**src/rtl/sha2_pkg.sv**
```systemverilog
// Shared types, rotation/shift tables and the rotate helper for the SHA-2 sigma pipeline.
package sha2_pkg;

  typedef enum logic [1:0] {
    SIG0_S = 2'd0,
    SIG1_S = 2'd1,
    SIG0_B = 2'd2,
    SIG1_B = 2'd3
  } sigma_func_e;

  // Per function {rotate a, rotate b, third term}; the third term is a logical shift for the small sigmas.
  localparam logic [5:0] ROT32 [4][3] = '{
    '{6'd7,  6'd18, 6'd3},
    '{6'd17, 6'd19, 6'd10},
    '{6'd2,  6'd13, 6'd22},
    '{6'd6,  6'd11, 6'd25}
  };

  localparam logic [5:0] ROT64 [4][3] = '{
    '{6'd1,  6'd8,  6'd7},
    '{6'd19, 6'd61, 6'd6},
    '{6'd28, 6'd34, 6'd39},
    '{6'd14, 6'd18, 6'd41}
  };

  // 64-bit rotate right; a 32-bit rotate is obtained by passing {x, x} and keeping the low half.
  function automatic logic [63:0] rotr(input logic [63:0] x, input logic [5:0] n);
    return (x >> n) | (x << (7'd64 - {1'b0, n}));
  endfunction

endpackage

```
**src/rtl/sha2_sigma_stage.sv**
```systemverilog
// One valid/ready register slice carrying data, tag and (with SHA2_SIGMA_PARITY_EN) parity.
module sha2_sigma_stage #(
  parameter int WORD_W = 32,
  parameter int TAG_W  = 4
) (
  input  logic              clk,
  input  logic              rst_n,
  input  logic              in_valid,
  input  logic [WORD_W-1:0] in_data,
  input  logic [TAG_W-1:0]  in_tag,
`ifdef SHA2_SIGMA_PARITY_EN
  input  logic              in_parity,
  output logic              out_parity,
`endif
  input  logic              dn_ready,
  output logic              out_valid,
  output logic [WORD_W-1:0] out_data,
  output logic [TAG_W-1:0]  out_tag
);

  logic load;

  // An empty slice always loads, so bubbles collapse under a downstream stall.
  assign load = ~out_valid | dn_ready;

  always_ff @(posedge clk or negedge rst_n) begin
    if (!rst_n) begin
      out_valid  <= 1'b0;
      out_data   <= '0;
      out_tag    <= '0;
`ifdef SHA2_SIGMA_PARITY_EN
      out_parity <= 1'b0;
`endif
    end else if (load) begin
      out_valid <= in_valid;
      if (in_valid) begin
        out_data   <= in_data;
        out_tag    <= in_tag;
`ifdef SHA2_SIGMA_PARITY_EN
        out_parity <= in_parity;
`endif
      end
    end
  end

endmodule

```
**src/rtl/sha2_sigma_pipe.sv**
```systemverilog
// SHA-2 sigma unit (sigma0/1, Sigma0/1 for 32- or 64-bit words) feeding a PIPE_STAGES-deep valid/ready pipeline.
// Optional out_parity port and parity tracking enabled by SHA2_SIGMA_PARITY_EN.
module sha2_sigma_pipe
  import sha2_pkg::*;
#(
  parameter int WORD_W      = 32,
  parameter int PIPE_STAGES = 1,
  parameter int TAG_W       = 4
) (
  input  logic              clk,
  input  logic              rst_n,
  input  logic              in_valid,
  output logic              in_ready,
  input  logic [1:0]        in_func,
  input  logic [WORD_W-1:0] in_data,
  input  logic [TAG_W-1:0]  in_tag,
  output logic              out_valid,
  input  logic              out_ready,
  output logic [WORD_W-1:0] out_data,
  output logic [TAG_W-1:0]  out_tag
`ifdef SHA2_SIGMA_PARITY_EN
  ,
  output logic              out_parity
`endif
);

  if (!(WORD_W == 32 || WORD_W == 64)) begin : g_bad_word_w
    $error("sha2_sigma_pipe: WORD_W must be 32 or 64");
  end
  if (PIPE_STAGES < 1 || PIPE_STAGES > 4) begin : g_bad_stages
    $error("sha2_sigma_pipe: PIPE_STAGES must be 1..4");
  end

  logic [63:0]       x_rot;
  logic [63:0]       x_shr;
  logic [63:0]       term_c;
  logic [5:0]        rot_a;
  logic [5:0]        rot_b;
  logic [5:0]        rot_c;
  sigma_func_e       func;
  logic [WORD_W-1:0] sig;

  if (WORD_W == 32) begin : g_w32
    assign x_rot = {in_data, in_data};
  end else begin : g_w64
    assign x_rot = 64'(in_data);
  end

  always_comb begin
    x_shr = '0;
    x_shr[WORD_W-1:0] = in_data;
    func = sigma_func_e'(in_func);
    if (WORD_W == 32) begin
      rot_a = ROT32[in_func][0];
      rot_b = ROT32[in_func][1];
      rot_c = ROT32[in_func][2];
    end else begin
      rot_a = ROT64[in_func][0];
      rot_b = ROT64[in_func][1];
      rot_c = ROT64[in_func][2];
    end
    if (func == SIG0_S || func == SIG1_S) begin
      term_c = x_shr >> rot_c;
    end else begin
      term_c = rotr(x_rot, rot_c);
    end
    sig = WORD_W'(rotr(x_rot, rot_a) ^ rotr(x_rot, rot_b) ^ term_c);
  end

  logic [PIPE_STAGES:0]   vld;
  logic [PIPE_STAGES+1:1] rdy;
  logic                   rdy_acc;
  logic [WORD_W-1:0]      dat [0:PIPE_STAGES];
  logic [TAG_W-1:0]       tgs [0:PIPE_STAGES];
`ifdef SHA2_SIGMA_PARITY_EN
  logic                   par [0:PIPE_STAGES];
  assign par[0] = ^sig;
`endif

  assign vld[0] = in_valid;
  assign dat[0] = sig;
  assign tgs[0] = in_tag;

  // Stage i can load when it is empty or anything downstream of it can move.
  always_comb begin
    rdy[PIPE_STAGES+1] = out_ready;
    rdy_acc = out_ready;
    for (int i = PIPE_STAGES; i >= 1; i--) begin
      rdy_acc = rdy_acc | ~vld[i];
      rdy[i]  = rdy_acc;
    end
  end

  for (genvar i = 1; i <= PIPE_STAGES; i++) begin : g_stage
    sha2_sigma_stage #(
      .WORD_W(WORD_W),
      .TAG_W (TAG_W)
    ) u_stage (
      .clk       (clk),
      .rst_n     (rst_n),
      .in_valid  (vld[i-1]),
      .in_data   (dat[i-1]),
      .in_tag    (tgs[i-1]),
`ifdef SHA2_SIGMA_PARITY_EN
      .in_parity (par[i-1]),
      .out_parity(par[i]),
`endif
      .dn_ready  (rdy[i+1]),
      .out_valid (vld[i]),
      .out_data  (dat[i]),
      .out_tag   (tgs[i])
    );
  end

  assign in_ready  = rdy[1];
  assign out_valid = vld[PIPE_STAGES];
  assign out_data  = dat[PIPE_STAGES];
  assign out_tag   = tgs[PIPE_STAGES];
`ifdef SHA2_SIGMA_PARITY_EN
  assign out_parity = par[PIPE_STAGES];
`endif

endmodule

```
**config.mk**
```make
export PLATFORM = sky130hd
export DESIGN_NAME = sha2_sigma_pipe
export DESIGN_NICKNAME = d
export VERILOG_FILES = /design/src/rtl/sha2_pkg.sv /design/src/rtl/sha2_sigma_stage.sv /design/src/rtl/sha2_sigma_pipe.sv
export SDC_FILE = /design/constraint.sdc
export NUM_CORES = 1
export LEC_CHECK = 0
export BUFFER_PORTS_ARGS = -buffer_cell sky130_fd_sc_hd__clkbuf_2
export CAP_MARGIN = 20
export CORE_MARGIN = 2
export CORE_UTILIZATION = 56
export CTS_CLUSTER_DIAMETER = 150
export DETAILED_ROUTE_END_ITERATION = 8
export PLACE_DENSITY_LB_ADDON = 0.2
export SYNTH_ARGS = -nofsm -noshare
export SYNTH_HDL_FRONTEND = slang
export SYNTH_SLANG_ARGS = --single-unit
```
**constraint.sdc**
```tcl
create_clock -name clk -period 2.5 [get_ports clk]
set_input_delay 0.5 -clock clk [delete_from_list [all_inputs] [get_ports clk]]
set_output_delay 0.5 -clock clk [all_outputs]
set_load 0.05 [all_outputs]
```
==> results of run 1 <==
sequential cells by signal, indices dropped and copies added (netlist names):
| register | flops |
|---|---|
| g_stage.u_stage.out_valid | 1 |
| g_stage.u_stage.out_tag | 4 |
| g_stage.u_stage.out_data | 32 |
layer usage:
layer	vias to the layer above	share of wire, %	track usage (%)
li1	3654	-	-
met5	-	0	0
met3	200	14	11.1
met2	834	43	69.6
met1	4287	37	62.0
met4	0	6.8	19.5
power by group:
group          switching, W  total [W]  internal, W
Clock              0.000234   0.000630     0.000396
Sequential         0.000129   0.000917     0.000788
Combinational       0.00245    0.00411      0.00166
final cells by class:
class / instances / area [um^2] / share of cell area (%)
inverter: 8 / 42.5 / 0.379
multi-input combinational: 661 / 7030 / 62.7
clock inverter: 2 / 13.8 / 0.123
sequential: 37 / 926 / 8.25
timing repair buffer: 349 / 2840 / 25.3
clock buffer: 6 / 139 / 1.24
tap: 180 / 225 / 2.01
critical path, stage by stage:
cell	delay [ns]
buf_12	0.11
buf_12	0.12
ha_4	0.19
buf_4	0.15
buf_6	0.10
buf_4	0.13
mux4_2	0.44
mux2_4	0.30
buf_6	0.12
o21ai_4	0.18
o32ai_2	0.13
xnor2_1	0.26
o21ai_1	0.09
stage by stage:
step	hold WS [ns]	worst slack [ns]
floorplan	0.204	-0.475
global placement	0.459	-0.576
detailed placement	0.462	-0.618
CTS	0.370	-0.110
global route	0.414	-0.234
finish	0.336	-0.202
worst min-delay path by stage:
stage,start,slack (ns),to
after CTS,rst_n,0.37,g_stage[1].u_stage.out_data[1]
after detailed placement,g_stage[1].u_stage.out_tag[1],0.46,g_stage[1].u_stage.out_tag[1]
after global routing,in_tag[1],0.41,g_stage[1].u_stage.out_tag[1]
final,rst_n,0.34,g_stage[1].u_stage.out_data[0]
after floorplan,rst_n,0.20,g_stage[1].u_stage.out_data[0]
after global placement,g_stage[1].u_stage.out_tag[3],0.46,g_stage[1].u_stage.out_tag[3]
Yosys cell counts (8+ instances only):
cell / instances / share of area, %
mux2i_1: 105 / 13
nand2_1: 87 / 4.1
mux4_2: 80 / 23
clkbuf_1: 53 / 2.5
mux2_2: 51 / 7.2
buf_4: 40 / 3.8
xnor2_1: 40 / 4.4
dfrtp_1: 37 / 12
buf_2: 33 / 2.1
o21ai_0: 21 / 1.3
xor2_1: 20 / 2.2
a22oi_1: 19 / 1.8
nor2_1: 18 / 0.85
o21ai_1: 18 / 1.1
o22ai_1: 16 / 1.3
a211oi_1: 13 / 1.2
o211ai_1: 12 / 1.1
nand3_1: 11 / 0.69
a21oi_1: 9 / 0.57
and2_1: 9 / 0.71
nand2b_1: 9 / 0.71
o221ai_1: 9 / 0.99
nor3_1: 8 / 0.50
o21a_1: 8 / 0.76
cells by family (layout without fill, tap and decap cells):
group           after synthesis  count (layout)  synth area share (%)
fa+ha+maj                     5               5                 0.787
mux                         241             241                  44.0
flops                        37              37                  11.7
buf+inv                     144             365                  9.69
xor+xnor                     60              60                  6.61
compound gates              177             177                  16.0
simple gates                178             178                  11.2
placed cells by master (no fill, tap or decap), types with 5 or more instances in the layout:
master     Yosys  final
xnor2_1       40     31
o21ai_1       18     20
a22oi_2        0     13
o22ai_1       16      9
nand3_1       11      8
buf_6          2     23
xnor2_2        0      9
clkbuf_2       0     77
nor3_1         8      5
o21a_1         8      7
nand2_1       87     86
xor2_2         0      5
and2_1         9      8
a21oi_1        9      7
a22oi_1       19      6
buf_4         40    223
buf_12         0     19
a211oi_2       0      8
o21ai_0       21     17
mux2i_2        0     14
xor2_1        20     15
mux2_2        51     46
mux4_2        80     80
nor2_1        18     12
nand2b_1       9      9
a211oi_1      13      5
o211ai_1      12     12
o221ai_2       0      5
dfrtp_1       37     37
mux2_4         4     10
clkbuf_16      0      7
nor2b_1        6      5
mux2i_1      105     87
timing repair:
action / 4_1_cts / 5_1_grt
endpoints found under the setup margin: 31 / 32
resized for setup: 78 / 92
pin swaps: 16 / 44
setup buffers: 8 / 21
gates cloned: 1 / 2
==> impl_summary.md, run 1 <==
Clock network
The clock tree from TritonCTS is built. The buffer cell driving the clock tree root is clkbuf_16. Counting the buffers created by CTS gives 5. The H-tree was split into 2 levels.

The number of clock sinks is 37. The clock insertion delay at the later pin of the skew report is roughly 0.28 ns. Clock-pin slew was measured on the worst setup and hold paths at 0.06 ns. The number of buffers on the longest clock path is 2. After clock tree synthesis, the flow added hold-fix buffers numbering 0.

Timing
The number of pins with negative max-slew slack in the final report is 0. Based on the critical path, the design can be clocked at up to 370 MHz. The post-route setup TNS is -2.17 ns. The final hold violation count was 0. For the pin with the worst max-slew slack, the measured transition is around 0.9 ns. The minimum period implied by the final worst setup slack is 2.70 ns.

The final worst-path setup slack is -0.202 ns. Setup repair after global routing could not meet its margin everywhere. The count of final setup violators is 25. Measured against its own limit, the worst slew margin works out to about two fifths. Clock skew on the completed layout was measured at approximately 0.005 ns. The portion of the clock cycle consumed by the worst path in the final layout is 108%.

Routing
After detailed routing, the average wire length per cell comes to ~29 um. For this block, the initial DRC count from the detailed router was roughly 1,400. The first detailed-routing pass took 6 iterations. In the routed layout, each cell is associated on average with a via count of just over 7. The detail route stage leaves a number of antenna-violating nets equal to 0. The detailed-route wire length is 35.8 mm. After detailed routing, the number of remaining DRC violations is 0. The routed via count is roughly 9,000.

Setup path
STA puts the critical path data required time at roughly 2.7 ns. The startpoint identified for the worst register-to-register timing path is g_stage[1].u_stage.out_valid. The end point of the critical path is g_stage[1].u_stage.out_data[21]. The worst-case reg-to-reg path depth is 4.

Along the worst path, the maximum fanout reaches 6. The critical path is of the in2reg type. The endpoint identified for the worst register-to-register timing path is g_stage[1].u_stage.out_data[9]. The kind of end point of the critical path is a flop. Across all register-to-register paths, the minimum setup slack is between 0.9 and 1 ns.

STA puts the critical path data arrival time at around 2.9 ns. The critical path launch point type is an input port. The most critical setup path has its startpoint at in_func[1].

Place
The estimated wirelength of the detail-placed design is 26.3 mm. The total placed cells including tap cells is approximately 1,200. The post-place instance area is 9960 um^2. The placer's final routability congestion estimate is 0.996. The quantity of I/O buffers inserted on ports is 79.

Synth
The net count after synthesis is 889. Synthesis produced a netlist whose cell count is roughly 840. In this run the cell area of the synthesized design comes to ~8000 um^2.

The portion of the post-synthesis area used by sequential elements is approximately an eighth. The number of enable flip-flop cells after synthesis is 0. For this run, asynchronously set or reset flops after synthesis account for between 90% and 100%. The synthesized design contains 37 register bits. The mean instance size in the synthesized netlist is between 9 and 10 um^2. The leading register cell type out of synthesis is dfrtp_1.

The count of distinct cell types in the synthesized netlist is 80. The number of warning messages in the yosys log is 0.

Cells and area
0 antenna diodes ended up in the layout. The synthesis-to-finish area growth is 41.2%. The number of standard cells in the final layout excluding fillers is roughly 1,200.

The final core utilization is between 80 and 90%. For this run, the post-layout net count is approximately 1,100. Of the cells placed in the final design, the portion with a size suffix greater than 1 is between 50% and 60%. The number of fill cells is 870. Summing all non-filler instances in the final layout gives an area of 11,200 um^2.

GRT
The pin count of the biggest net entering global routing is 58. The wire length of the first global-routing pass is between 50 and 60 mm. The initial antenna violation count is 0. The overall overflow remaining after global route is 0.

The global router's overall resource usage is about 46%. The number of global-route vias before repair is around 8,400.

Power and ir drop
The total power divided by cell area is between 500 and 600 nW/um^2. Across the VDD grid, the largest voltage drop is approximately 0.33 mV. The total power is 0.00566 W. Summed over all cells, the static leakage comes to approximately 4.7 nW.

Die
The die outline height is 123 um. The width of the chip is 123 um. The area of the core is 13,900 um^2. The number of top-level pins is 80.

The area of the die is roughly 15,000 um^2. The initial cell density of the core is between 50% and 60%. The row count is 43.

Min path
In this run the worst hold path is classified as in2async.

Outcome
The final reports fail on setup timing. The run finished, with violations left.

Flow run
The tool flagged a number of max-cap violations equal to 0.
Power figures use the tool's default switching activity.
==> run 2, diff against run 1 <==
- clock period: 2.5 -> 2.3 ns (I/O delays scaled with it)
==> impl_summary.md, run 2 (same netlist as run 1, synthesis figures left out) <==
Outcome
The flow ran to the end, but the final reports show violations. The checks that failed: setup timing.

Clock network
The number of buffers on the longest clock path is 2. After clock tree synthesis, the clock-pin slew on the worst setup and hold paths is around 0.060 ns. The buffer cell driving the clock tree root is clkbuf_16.

The later pin in the worst-skew pair is clocked with a latency of around 0.28 ns. The number of H-tree levels is 2. Buffers inserted during clock tree synthesis total 5. The number of clock sinks is 37.

The clock tree from TritonCTS is built. Buffers inserted to repair hold after CTS numbered 0.

Cells and area
The register bank with the most flops is g_stage.u_stage.out_data. The top cell types in the final layout, fill and taps aside, are buf_4, mux2i_1, nand2_1, mux4_2, clkbuf_2. At the end of the flow the core is filled with cells to roughly 86%.

The final layout contains ~1,200 nets. Of the cells placed in the final design, the portion with a size suffix greater than 1 is 61.2%. The library cell used most frequently in the layout, excluding fill and tap cells, is buf_4. The synthesis-to-finish area growth is 49.4%. The finished cells cover 11,900 um^2. The register with the most flip-flops in the layout has 32 of them. The number of standard cells in the final layout excluding fillers is 1,291. The largest registers in the layout are g_stage.u_stage.out_data (32), g_stage.u_stage.out_tag (4), g_stage.u_stage.out_valid (1).

Power and ir drop
Per report_power, the sequential group accounts for 15.3% of the total. Net switching is between 40% and 50% of the power. The standby leakage power is ~5.0 nW. Summing internal, switching and leakage power gives 0.00665 W.

The total power divided by cell area is between 500 and 600 nW/um^2. The share of power burned in combinational logic is 72.5%. The switching power total is approximately 0.0033 W. The clock share of power is approximately 12%. Across the VDD grid, the largest voltage drop is 0.384 mV. The internal portion of the total power is roughly 0.0033 W.

Routing
The first routing iteration left between 1,500 and 2,000 violations. The number of nets with antenna violations after detailed routing is 0. After detailed routing, the total wire length is between 40 and 50 mm. Detailed routing inserted a total of between 9,000 and 10,000 vias. After detailed routing, the number of remaining DRC violations is 0.

The first TritonRoute pass finished after 7 iterations. The detail-routed net length per standard cell is 31.0 um. The via density per instance is 7.54.

Place
The placer's final routability congestion estimate is approximately 1.0. The estimated wirelength of the detail-placed design is approximately 27 mm. Once placement completed, the tool counted placed cells totaling 1,224. After detailed placement, the total cell area comes to around 10,000 um^2.

The quantity of I/O buffers inserted on ports is between 70 and 80.

Die
For this configuration, the core starts out at a cell density of approximately 57%. The die outline height is 123 um. The row count is 43. In this run the horizontal extent of the chip is about 120 um. The number of top-level pins is 80.

The area of the core is around 14,000 um^2. The area of the die is about 15,000 um^2.

Min path
The min-delay analysis places its worst path in the category in2async.

Setup path
Data arrives at the worst endpoint at 2.91 ns. The data required time of the worst path is ~2.5 ns. The kind of end point of the critical path is a flop. The critical path launch point type is an input port. By startpoint and endpoint, the worst setup path is classified as in2reg.

The peak fanout along the critical path is 6.

Timing
The final hold violation count is 0. Setup repair after global routing could not meet its margin everywhere. The worst-case clock skew is 0.00703 ns. The minimum period implied by the final worst setup slack is 2.72 ns. The transition at the pin with the smallest max-transition slack is approximately 0.93 ns. Setup violations remaining at the end of the flow were counted as 32.

The worst relative slew slack is 38.0%. In the post-route analysis, the smallest setup slack over all paths is -0.420 ns. The number of pins with negative max-slew slack in the final report was 0. Timing would allow up to 368 MHz. The portion of the clock cycle consumed by the worst path in the final layout is 118%.

GRT
The wire length of the first global-routing pass is ~55 mm. The number of global-route vias before repair was approximately 8,900. The overall overflow remaining after global route is 0. The initial antenna violation count was 4. Entering global routing, the biggest net connects 58 pins. For this run, the total global-route usage over all layers was measured as roughly half.

Flow run
The tool flagged a number of max-cap violations equal to 0.
run 2: power by group through the flow:
stage	Clock (W)	Sequential, W	Combinational [W]
2_1_floorplan	0	0.000983	0.00283
3_3_place_gp	0	0.000981	0.00390
3_5_place_dp	0	0.00100	0.00397
4_1_cts	0.000805	0.000999	0.00425
5_1_grt	0.000837	0.00103	0.00495
6_report	0.000811	0.00102	0.00482
run 2: area by class of cell:
type | count | area [um^2]
clock buffer | 7 | 143
multi-input combinational | 661 | 7160
inverter | 8 | 47.5
clock inverter | 1 | 30.0
fill | 756 | 2010
timing repair buffer | 394 | 3330
antenna | 3 | 7.51
tap | 180 | 225
sequential | 37 | 926
run 2: repair_timing:
item | in CTS | in global routing
setup endpoints to repair | 32 | 32
gates resized for setup | 95 | 100
cloned | 3 | 3
buffers inserted | 26 | 26
endpoints found under the hold margin | 0 | 0
pin swaps | 34 | 50
run 2: stage by stage:
step                      setup TNS (ns)  hold slack (ns)  setup WS, ns
after global routing              -10.43            0.370        -0.440
after floorplan                   -16.70            0.164        -0.635
after global placement            -15.82            0.458        -0.622
final                              -8.94            0.306        -0.420
after CTS                          -5.04            0.321        -0.270
after detailed placement          -17.40            0.471        -0.668
run 2: critical path: stages:
cell and delay, ns:
buf_8 0.11, buf_12 0.12, ha_4 0.19, buf_12 0.15, mux2_4 0.30, mux4_2 0.55
a222oi_1 0.35, buf_4 0.20, nor2_4 0.04, o21a_1 0.22, o31ai_2 0.22
run 2: metal layers:
metal | global-route usage, % | share of wire, % | vias to the layer above
met2 | 74.7 | 43 | 1035
met3 | 17.4 | 15 | 350
met4 | 25.1 | 8.4 | 2
met5 | 0 | 0.077 | -
met1 | 62.2 | 33 | 4599
li1 | - | - | 3751
run 2: path summary, 6_finish.rpt:
kind / from / to / slack [ns] / cells past startpoint
setup / recovery: in_func[0] / g_stage[1].u_stage.out_data[7] / -0.42 / 11
hold / removal: rst_n / g_stage[1].u_stage.out_data[14] / 0.31 / 1
setup reg to reg: g_stage[1].u_stage.out_valid / g_stage[1].u_stage.out_data[16] / 0.73 / 4
hold reg to reg: g_stage[1].u_stage.out_tag[0] / g_stage[1].u_stage.out_tag[0] / 0.48 / 2
max in group asynchronous: rst_n / g_stage[1].u_stage.out_data[9] / 1.41 / 1
min in group clk: in_tag[2] / g_stage[1].u_stage.out_tag[2] / 0.37 / 3
==> run 3, diff against run 2 <==
--- a/config.mk
+++ b/config.mk
@@ -13,5 +13,7 @@
 export DETAILED_ROUTE_END_ITERATION = 8
 export PLACE_DENSITY_LB_ADDON = 0.2
+export SKIP_LAST_GASP = 1
 export SYNTH_ARGS = -nofsm -noshare
 export SYNTH_HDL_FRONTEND = slang
+export SYNTH_HIERARCHICAL = 1
 export SYNTH_SLANG_ARGS = --single-unit
==> constraint.sdc (replaced) <==
create_clock -name clk -period 2.3 [get_ports clk]
set_input_delay 0.46 -clock clk [delete_from_list [all_inputs] [get_ports clk]]
set_output_delay 0.46 -clock clk [all_outputs]
set_load 0.01 [all_outputs]
==> impl_summary.md, run 3 <==
Cells and area
Leaving out fill and tap cells, the most frequent cell in the layout is buf_4. The number of flip-flops in the largest register is 32. The largest registers in the layout are g_stage.u_stage/out_data (32), g_stage.u_stage/out_tag (4), g_stage.u_stage/out_valid (1). The count of cells in the finished layout, fillers not included, comes to roughly 1,300. From synthesis to final layout, the design area changed by 42.3%.

Cells with a size suffix above 1 make up a little under three fifths of the layout. The register bank with the most flops is g_stage.u_stage/out_data. The library cells used most frequently in the layout, excluding fill and tap cells, are buf_4, mux2i_1, clkbuf_2, nand2_1, mux4_2. The design area is around 12,000 um^2. The final layout net count is 1,181. The antenna diode instance count is 0. Fill cells in the final layout number between 900 and 1,000.

Place
The estimated wirelength of the detail-placed design is ~28 mm. The quantity of I/O buffers inserted on ports is slightly below 80. The worst setup slack before clock tree synthesis is -1.01 ns.

Once placement finished, the instance area stood at ~11,000 um^2. At the end of routability-driven placement, the weighted congestion stood at about 1.0. The total placed cells including tap cells is ~1,300.

Power and ir drop
The standby leakage power is 5.06 nW. The switching share of power is between 40% and 50%. The sequential share of power is between 15 and 20%. Dividing total power by cell area gives a power density of between 500 and 600 nW/um^2. The largest voltage drop on the vdd net is 0.375 mV. The design draws approximately 0.0064 W. The clock share of power is between 10% and 20%. The share of power burned in combinational logic is about 69%. The internal power component is about 0.0037 W.

The switching power total is roughly 0.0027 W.

Routing
The detailed-route wire length is 37.5 mm. In the final routed layout, each cell accounts on average for between 20 and 30 um. The DRC violation count after routing is 0.

The number of DRC violations after detailed-routing iteration 0 is around 1,400. Detailed routing inserted a total of between 9,000 and 10,000 vias. The number of search-and-repair iterations in the first detailed-routing pass is 6. The via density per instance is just over 7.

The number of nets with antenna violations after detailed routing is 0.

Synth
By area the synthesized netlist is led by mux4_2, mux2i_1, dfrtp_1. Synthesis produced a netlist with a net count of slightly above 900. The share of the synthesized area in the top cell type is approximately 16%. The adder-cell share of the synthesized area is less than 1%. For this run, asynchronously set or reset flops after synthesis account for 100%. The number of warning messages in the yosys log is 6.

In this run, distinct cell masters in the synthesized netlist total 79. The portion of synthesized area spent on multiplexers is a little under half. After synthesis the netlist holds a flip-flop and latch count of 37. Of the synthesized area, sequential elements account for 11.2%. Among all cell types in the netlist, the one instantiated most often is mux2i_1. The largest family of logic cells by synthesized area is multiplexers. The mean instance size in the synthesized netlist is around 9.5 um^2.

The cell count after synthesis is around 870. After Yosys synthesis, and, or, nand and nor cells account for 12.0% of the synthesized area. The number of enable flip-flop cells after synthesis is 0. After Yosys synthesis, XOR and XNOR cells account for under 10% of the synthesized area.

The post-synthesis instance area is roughly 8200 um^2. The cell type with the highest aggregate area in the netlist is mux4_2. The synthesized netlist devotes between 10 and 15% of its cell area to compound gates. The leading register cell type out of synthesis is dfrtp_1. Counting instances in the post-synthesis netlist gives the leading cell types as mux2i_1, nand2_1, mux2_2, mux4_2, clkbuf_1.

GRT
The first global-routing pass estimated approximately 55 mm of wire. The pin count of the biggest net entering global routing is 61. The overall overflow remaining after global route is 0.

The number of global-route vias before repair is between 9,000 and 10,000. Global routing used between 40% and 50% of the available tracks across all layers. The initial antenna violation count is 0.

Setup path
The critical path launch point type is an input port. The kind of cell with the highest combined delay along the critical path is multiplexers. The slowest stage of the critical path belongs to the cell mux4_2. The critical path is of the in2reg type.

The signal on the critical path passes through buf_12 -> buf_12 -> ha_4 -> buf_12 -> buf_8 -> buf_6 -> mux4_2 -> mux4_2 -> and3_4 -> o21ai_2 -> o31ai_2 -> xnor2_1 -> mux2_2. The critical path buffer and inverter count is 5. The data required time of the worst path is 2.47 ns. STA classifies the critical path endpoint as a flop.

The peak fanout along the critical path is 8. In this design, the stage delay of the slowest critical-path cell is 0.57 ns. The dominant cell type by count on the critical path is buf_12. The data arrival at the endpoint of the critical path is slightly above 3 ns.

Die
The initialized floorplan defines 44 standard-cell rows. The area of the die is between 15,000 and 20,000 um^2. The area of the core is roughly 14,000 um^2. From left edge to right edge, the die measures around 130 um.

Once the floorplan was initialized, standard cells occupied a little under three fifths of the core. During I/O placement, the number of pins put on the boundary was 80. The die outline height is about 130 um.

Timing
Setup violations remaining at the end of the flow were counted as 32. For the final routed database, the setup TNS stands at -14.39 ns. The number of pins with negative max-slew slack in the final report is 0. The minimum period implied by the final worst setup slack is ~2.9 ns. Setup repair after global routing could not meet its margin everywhere. The final hold violation count was 0. The final worst-path setup slack is -0.551 ns. The worst relative slew slack is between 30% and 40%. In the finished design, the share of the clock period the worst path needs comes to 124%.

The highest clock frequency the design can meet is 351 MHz. The worst-case clock skew is 0.00377 ns. The transition at the pin with the smallest max-transition slack is ~0.94 ns.

Clock network
In this run, CTS created clock tree buffers numbering 5. CTS built an H-tree with a depth of 2. The number of buffers on the longest clock path is 2. CTS saw 37 sinks.

TritonCTS built the clock tree. The clock insertion delay at the later pin of the skew report is 0.29 ns. The buffer cell driving the clock tree root is clkbuf_16. The post-CTS clock slew at the launch and capture registers of the worst setup and hold paths is ~0.060 ns. In this run, post-CTS hold repair placed 0 buffers.

Outcome
The run finished, with violations left. The checks that failed: setup timing.

Flow run
The max capacitance violation total is 0.

Min path
In this run the worst hold path is classified as in2async.
-- run 3: cell types whose count changed in the layout (fill, tap and decap cells not counted), sizes merged, moves of 8 or more --
cell    delta
a22oi     -11
o221ai     -9
nor2      +22
buf       -33
a21oi     +21
mux2      +43
nand2     -10
o211ai     -8
mux4      -15
-- run 3: layout make-up --
type                       count  area (um^2)  area share [%]
inverter                       9         56.3           0.480
timing repair buffer         360         3000            25.6
sequential                    37          926            7.90
multi-input combinational    721         7340            62.6
clock inverter                 3         46.3           0.395
tap                          184          230            1.96
clock buffer                   5          125            1.07
-- run 3: power groups by stage --
stage / registers (W) / logic (W) / clock network, W
after detailed placement: 0.00117 / 0.00389 / 0
after CTS: 0.00116 / 0.00415 / 0.000805
after global placement: 0.00115 / 0.00378 / 0
final: 0.00117 / 0.00441 / 0.000796
after global routing: 0.00119 / 0.00458 / 0.000816
after floorplan: 0.00122 / 0.00232 / 0
-- run 3: stage by stage --
| stage | utilization (%) | hold slack, ns |
|---|---|---|
| 2_1_floorplan | - | 0.164 |
| 3_3_place_gp | 72.6 | 0.489 |
| 3_5_place_dp | 72.6 | 0.495 |
| 4_1_cts | 78.9 | 0.317 |
| 5_1_grt | 81.0 | 0.393 |
| 6_report | 81.0 | 0.310 |
-- run 3: path summary, 6_finish.rpt --
check / start / end / slack (ns) / cells past startpoint
min in group clk: in_tag[2] / g_stage[1].u_stage/out_tag[2] / 0.41 / 2
max in group asynchronous: rst_n / g_stage[1].u_stage/out_tag[3] / 1.41 / 1
worst max register to register: g_stage[1].u_stage/out_valid / g_stage[1].u_stage/out_data[31] / 0.75 / 3
worst max-delay path: in_func[1] / g_stage[1].u_stage/out_data[31] / -0.55 / 13
worst min-delay path: rst_n / g_stage[1].u_stage/out_data[17] / 0.31 / 1
worst min register to register: g_stage[1].u_stage/out_tag[0] / g_stage[1].u_stage/out_tag[0] / 0.51 / 1
-- run 3: cells by family after synthesis --
kind of cell    after synthesis
compound gates              173
xor+xnor                     70
fa+ha+maj                     5
buf+inv                     111
flops                        37
mux                         276
simple gates                197
-- run 3: worst register-to-register path: cells and delay by family, from the launching register on --
kind             cells  cell delay, ns
flip-flops           1            0.41
AND/OR/NAND/NOR      2            0.59
multiplexers         1            0.43
-- run 3: metal layers --
| layer | wire (um) | up-vias | GRT usage, % |
|---|---|---|---|
| li1 | - | 3835 | - |
| met3 | 4670 | 222 | 11.8 |
| met5 | 0 | - | 0 |
| met1 | 13600 | 4542 | 58.0 |
| met2 | 16600 | 749 | 71.7 |
| met4 | 2700 | 0 | 20.8 |
-- run 3: repair_timing --
action / 4_1_cts / 5_1_grt
pin swaps: 33 / 32
setup endpoints to repair: 32 / 32
buffers inserted: 25 / 9
gates resized for setup: 104 / 50
gates cloned: 5 / 0
